## config.mk

```make
export PLATFORM = sky130hd
export DESIGN_NAME = prog_loader
export DESIGN_NICKNAME = d
export VERILOG_FILES = /design/src/rtl/prog_loader_pkg.sv /design/src/rtl/uart_rx.sv /design/src/rtl/prog_loader.sv
export SDC_FILE = /design/constraint.sdc
export NUM_CORES = 1
export LEC_CHECK = 0
export BUFFER_PORTS_ARGS = -buffer_cell sky130_fd_sc_hd__clkbuf_2
export CELL_PAD_IN_SITES_DETAIL_PLACEMENT = 1
export CELL_PAD_IN_SITES_GLOBAL_PLACEMENT = 1
export CORE_ASPECT_RATIO = 1.5
export CORE_MARGIN = 2
export CORE_UTILIZATION = 25
export DETAILED_ROUTE_END_ITERATION = 6
export PLACE_DENSITY = 0.47
export SETUP_SLACK_MARGIN = 0.1
export SYNTH_ARGS = -nofsm -noshare
export SYNTH_HDL_FRONTEND = slang
export SYNTH_HIERARCHICAL = 1
export SYNTH_SLANG_ARGS = --single-unit
```

## constraint.sdc

```tcl
create_clock -name clk -period 5.94 [get_ports clk]
set_input_delay 1.188 -clock clk [delete_from_list [all_inputs] [get_ports clk]]
set_output_delay 1.188 -clock clk [all_outputs]
set_load 0.1 [all_outputs]
```

## src/rtl/prog_loader_pkg.sv

```systemverilog
// Shared definitions for the UART program loader: frame sequencer and receiver
// state encodings, plus the default frame start marker.
package prog_loader_pkg;

  localparam logic [7:0] SYNC_BYTE_DEFAULT = 8'hA5;

  typedef enum logic [2:0] {
    IDLE,
    LEN_LO,
    LEN_HI,
    DATA_LO,
    DATA_HI,
    CHECK,
    DONE,
    ERR
  } state_t;

  typedef enum logic [1:0] {
    RX_IDLE,
    RX_START,
    RX_DATA,
    RX_STOP
  } rx_state_t;

endpackage

```

## src/rtl/uart_rx.sv

```systemverilog
// 8N1 UART receiver: 2-FF synchronizer, glitch-checked start bit, centre
// sampling, one-cycle rx_valid on a good stop bit or rx_ferr on a bad one.
module uart_rx
  import prog_loader_pkg::*;
#(
  parameter int CLK_HZ = 27000000,
  parameter int BAUD   = 115200
) (
  input  logic       clk,
  input  logic       reset,
  input  logic       rx,
  output logic       rx_valid,
  output logic [7:0] rx_data,
  output logic       rx_ferr
);

  localparam int BIT_CYC  = CLK_HZ / BAUD;
  localparam int HALF_CYC = BIT_CYC / 2;
  localparam int CNT_W    = $clog2(BIT_CYC + 1);
  localparam logic [CNT_W-1:0] BIT_LAST  = CNT_W'(BIT_CYC - 1);
  localparam logic [CNT_W-1:0] HALF_LAST = CNT_W'(HALF_CYC - 1);

  rx_state_t        state;
  logic             rx_meta;
  logic             rx_sync;
  logic             rx_prev;
  logic [CNT_W-1:0] cnt;
  logic [2:0]       bit_idx;

  // NOTE: every register here uses non-blocking assignment so the order of
  // statements inside the block never changes what the flops capture.
  always_ff @(posedge clk or posedge reset) begin
    if (reset) begin
      state    <= RX_IDLE;
      rx_meta  <= 1'b1;
      rx_sync  <= 1'b1;
      rx_prev  <= 1'b1;
      cnt      <= '0;
      bit_idx  <= '0;
      rx_data  <= '0;
      rx_valid <= 1'b0;
      rx_ferr  <= 1'b0;
    end else begin
      rx_meta  <= rx;
      rx_sync  <= rx_meta;
      rx_prev  <= rx_sync;
      rx_valid <= 1'b0;
      rx_ferr  <= 1'b0;

      unique case (state)
        RX_IDLE: begin
          if (rx_prev && !rx_sync) begin
            state <= RX_START;
            cnt   <= '0;
          end
        end
        RX_START: begin
          // A line that is high again at mid start bit was only a glitch.
          if (cnt == HALF_LAST) begin
            cnt     <= '0;
            bit_idx <= '0;
            state   <= rx_sync ? RX_IDLE : RX_DATA;
          end else begin
            cnt <= cnt + 1'b1;
          end
        end
        RX_DATA: begin
          if (cnt == BIT_LAST) begin
            cnt     <= '0;
            rx_data <= {rx_sync, rx_data[7:1]};
            if (bit_idx == 3'd7) state <= RX_STOP;
            else                 bit_idx <= bit_idx + 1'b1;
          end else begin
            cnt <= cnt + 1'b1;
          end
        end
        RX_STOP: begin
          if (cnt == BIT_LAST) begin
            cnt   <= '0;
            state <= RX_IDLE;
            if (rx_sync) rx_valid <= 1'b1;
            else         rx_ferr  <= 1'b1;
          end else begin
            cnt <= cnt + 1'b1;
          end
        end
      endcase
    end
  end

endmodule

```

## src/rtl/prog_loader.sv

```systemverilog
// Serial program loader: parses SYNC / length / little-endian words / XOR
// checksum frames from a UART and writes the words into program memory.
module prog_loader
  import prog_loader_pkg::*;
#(
  parameter int         CLK_HZ    = 27000000,
  parameter int         BAUD      = 115200,
  parameter int         ADDR_W    = 13,
  parameter logic [7:0] SYNC_BYTE = SYNC_BYTE_DEFAULT
) (
  input  logic              clk,
  input  logic              reset,
  input  logic              rx,
  output logic              mem_ce,
  output logic [ADDR_W-1:0] mem_ad,
  output logic [15:0]       mem_din,
  output logic              cpu_hold,
  output logic              done,
  output logic              error
);

  logic       rx_valid;
  logic [7:0] rx_data;
  logic       rx_ferr;

  uart_rx #(
    .CLK_HZ (CLK_HZ),
    .BAUD   (BAUD)
  ) u_uart_rx (
    .clk      (clk),
    .reset    (reset),
    .rx       (rx),
    .rx_valid (rx_valid),
    .rx_data  (rx_data),
    .rx_ferr  (rx_ferr)
  );

  state_t          state;
  logic [15:0]     word_cnt;
  logic [ADDR_W:0] idx;
  logic [7:0]      len_lo;
  logic [7:0]      data_lo;
  logic [7:0]      csum;

  always_ff @(posedge clk or posedge reset) begin
    if (reset) begin
      state    <= IDLE;
      word_cnt <= '0;
      idx      <= '0;
      len_lo   <= '0;
      data_lo  <= '0;
      csum     <= '0;
      mem_ce   <= 1'b0;
      mem_ad   <= '0;
      mem_din  <= '0;
      cpu_hold <= 1'b1;
      done     <= 1'b0;
      error    <= 1'b0;
    end else begin
      mem_ce <= 1'b0;

      if (rx_ferr && !(state inside {IDLE, DONE, ERR})) begin
        state <= ERR;
        error <= 1'b1;
      end else if (rx_valid) begin
        unique case (state)
          IDLE, DONE, ERR: begin
            if (rx_data == SYNC_BYTE) begin
              state    <= LEN_LO;
              done     <= 1'b0;
              error    <= 1'b0;
              cpu_hold <= 1'b1;
              idx      <= '0;
              csum     <= '0;
            end
          end
          LEN_LO: begin
            len_lo <= rx_data;
            state  <= LEN_HI;
          end
          LEN_HI: begin
            word_cnt <= {rx_data, len_lo};
            // A count of exactly 2**ADDR_W fills memory; anything larger cannot fit.
            if ({16'd0, rx_data, len_lo} > (32'd1 << ADDR_W)) begin
              state <= ERR;
              error <= 1'b1;
            end else if ({rx_data, len_lo} == 16'd0) begin
              state <= CHECK;
            end else begin
              state <= DATA_LO;
            end
          end
          DATA_LO: begin
            data_lo <= rx_data;
            csum    <= csum ^ rx_data;
            state   <= DATA_HI;
          end
          DATA_HI: begin
            csum    <= csum ^ rx_data;
            mem_ce  <= 1'b1;
            mem_ad  <= idx[ADDR_W-1:0];
            mem_din <= {rx_data, data_lo};
            idx     <= idx + 1'b1;
            state   <= ((32'(idx) + 32'd1) == {16'd0, word_cnt}) ? CHECK : DATA_LO;
          end
          CHECK: begin
            if (rx_data == csum) begin
              state    <= DONE;
              done     <= 1'b1;
              cpu_hold <= 1'b0;
            end else begin
              state <= ERR;
              error <= 1'b1;
            end
          end
        endcase
      end
    end
  end

endmodule
```

==> results by group <==
Run status
  • Status: finished clean

Global routing
  • Largest net degree at the start of global routing: 55
  • Tot GR Track Use: 14.36%
  • Antenna violations before repair: 0
  • First-pass GRT wire length: 27.34 mm
  • GR Overflow Total: 0
  • Number of global-route vias before repair: 5086

CTS
  • PostCTS Resize Cnt: 0
  • Clock buffer depth: 2
  • Clk Tree Root Cell: clkbuf_16
  • CTS tree: built
  • H-tree Lvls: 4
  • CTS Hold Bufs: 0
  • Clock Latency Late Sink: 0.41 ns
  • CTS clk-pin slew, worst paths: 0.05 ns
  • Postcts setup bufs: 0
  • Clk sinks: 116
  • Total CTS buffers: 17

Synth
  • Mux share of post-synthesis cell area: 6.989%
  • Mapped Cells: 624
  • #FFs+latches synth: 116
  • Commonest cells post-synth: nand2_1, dfrtp_1, o21ai_0
  • Post-Synth Simple-Gate Area: 22.25%
  • Post-synth ARST share: 100.0%
  • Top cell type's share of synthesized area: 47.73%
  • Count of cell types in the netlist: 71
  • EDFF count, synth: 0
  • Xor and xnor area share after synthesis: 3.388%
  • Mapped cell area: 5872 um2
  • Top FF cell, synth: dfrtp_1
  • Post-synthesis compound-gate area fraction: 12.55%
  • Area share of fa/ha/maj cells after synthesis: 1.492%
  • Syn Nets: 634
  • Largest cells by area after synthesis: dfrtp_1, nand2_1, mux2_2
  • Count leader, synth: nand2_1
  • Syn Area/Cell: 9.410 um2
  • Seq/Total Area, Yosys: 49.52%
  • Largest family of logic cells by synthesized area: simple AND/OR/NAND/NOR gates
  • Yosys warns: 6
  • Area leader, netlist: dfrtp_1

Die
  • I/O pins: 36
  • Die area: 24760 um2
  • Die width: 129.1 um
  • Core ar.: 23060 um2
  • Rows: 68
  • Die height: 191.7 um
  • Starting Density: 25.47%

Setup path
  • Crit-path cells: nor2_1, nand3_2, buf_4, nand2_1, a21oi_1, o21ai_0, o21ai_0
  • Slowest cell on the critical path: dfrtp_1
  • Reg-to-reg setup timing slack: 3.04 ns
  • Worst Path Max Fanout: 48
  • R2r startpoint: state[0]
  • FF-to-FF path depth: 7
  • Setup CP Type: reg -> reg
  • Worst setup EP type: register
  • CP Data Required Time: 6.27 ns
  • Critical Path Source Type: register
  • CP dominant cell by count: o21ai_0
  • Crit path DAT: 3.23 ns
  • Largest stage delay, worst path: 0.62 ns
  • R2R Path End: csum[1]

Drt
  • Residual DRC: 0
  • DRT antenna net count: 0
  • DR vias: 4680
  • Final WL: 16.43 mm
  • 1st-iter DRT viols: 196
  • Router iterations before antenna repair: 5
  • Drt wl/cell: 16.94 um
  • Via density: 4.825

Place
  • Detail Placement HPWL: 11.68 mm
  • Final Wtd Congestion: 0.8261
  • Port bufs: 35
  • DP Area: 6310 um2

Layout
  • Final nets: 652
  • N_diodes: 0
  • Area added between synthesis and finish: 18.13%
  • Final instance area: 6937 um2
  • Layout cells sized above 1: 18.63%

Min path
  • Hold Path Stages: 0
  • Hold wc startpoint: u_uart_rx/rx_meta
  • Hold Crit Class: reg -> reg
  • Hold Path End: u_uart_rx/rx_sync

Timing
  • Fin crit share: 48.84%
  • # setup viols final: 0
  • Max-slew headroom: 28.11%
  • F_max: 0.3447 GHz
  • Clock Skews: 0.008898 ns
  • Fin. Hold Viols: 0
  • Slew Viols, Final: 0
  • RSZ-0062 raised after global routing: false
  • Final TNS setup: 0 ns
  • Final min period: 2.901 ns
  • Worst-Margin Slew: 1.077 ns

Pwr
  • Total power: 2.031 mW
  • PD cells: 292.8 nW/um2
  • Leak Pwr: 3.278 nW
  • Peak VDD IR: 0.0001764 V

Job
  • Number of max-cap violations: 0
[worst max-delay path by stage]
stage | startpoint | end | slack, ns | depth (start not counted)
global route | state[0] | csum[7] | 2.78 | 7
floorplan | reset | csum[0] | 2.42 | 1
CTS | state[0] | csum[1] | 3.04 | 7
detailed placement | state[0] | csum[1] | 3.04 | 7
finish | state[0] | csum[1] | 3.04 | 7
global placement | state[0] | csum[5] | 3.21 | 7
[cells in the final DEF, fill, tap and decap left out, types with 3 or more instances in the layout]
cell type and instances:
buf_4 5, and3_1 6, o211ai_1 4, inv_1 12
o31ai_1 6, bufinv_16 4, a211oi_1 5, xnor2_1 15
dfstp_2 4, a21oi_1 15, clkbuf_16 17, nor2b_1 4
clkbuf_8 3, and2_1 8, mux2i_1 5, dfrtp_1 112
o21ai_0 45, nand4b_1 5, nand2b_1 5, o22ai_1 8
a31oi_1 3, nor4_1 4, mux2_2 32, nor3_1 10
or3_1 4, and4_1 5, nand3_1 15, clkinv_2 6
clkbuf_2 35, xor2_1 5, nand2_1 155, nor2_1 30
nand4_1 6, ha_1 7, o21a_1 3
[registers in the layout, indices dropped and copies added, names as in the netlist, 3 cells and up, named ones only]
signal             cells
idx                   14
mem_ad                13
mem_din               16
state                  3
len_lo                 8
u_uart_rx/bit_idx      3
u_uart_rx/rx_data      8
csum                   8
word_cnt              16
data_lo                8
u_uart_rx/cnt          8
[through the flow]
stage          util, %  std cells  hold slack (ns)  setup slack [ns]
2_1_floorplan        -        624           0.3452             2.418
3_3_place_gp     27.37        938           0.3467             3.205
5_1_grt          30.08        970           0.3593             2.783
6_report         30.08        970           0.3541             3.039
3_5_place_dp     27.37        938           0.3497             3.042
4_1_cts          30.08        970           0.3556             3.038
[routing by layer]
metal | routed length, um | share of wire [%] | GRT usage, % | up-vias
met2 | 8960 | 55 | 26.30 | 60
met3 | 338 | 2.1 | 3.120 | 24
li1 | - | - | - | 2204
met5 | 0 | 0 | 0 | -
met1 | 6719 | 41 | 15.86 | 2392
met4 | 408 | 2.5 | 5.853 | 0
[worst max-delay path: cells and delay by family, from the launching register on]
| kind | cells | cell delay, ns |
|---|---|---|
| simple gates | 3 | 0.75 |
| buf+inv | 1 | 0.44 |
| flops | 1 | 0.62 |
| compound gates | 3 | 0.94 |
[logic make-up after synthesis]
logic type                 Yosys count
DFF                                116
xor gates and xnor gates            21
buffers and inverters               54
muxes                               37
and+or+nand+nor                    274
AOI/OAI and AO/OA                  115
adders and majority gates            7
[final cells by class]
class | instances | area [um2]
Tap cell | 315 | 394.1
Sequential cell | 116 | 2908
Fill cell | 2633 | 16120
Multi-Input combinational cell | 454 | 2745
Inverter | 13 | 50.05
Clock inverter | 10 | 152.6
Timing Repair Buffer | 40 | 212.7
Clock buffer | 22 | 474.2
[report_power, final]
part	internal [mW]	switching (mW)
Combinational	0.0411	0.0552
Sequential	0.812	0.0302
Clock	0.731	0.361
Total	1.58	0.446
No activity file was read; power rests on OpenSTA's default activity.
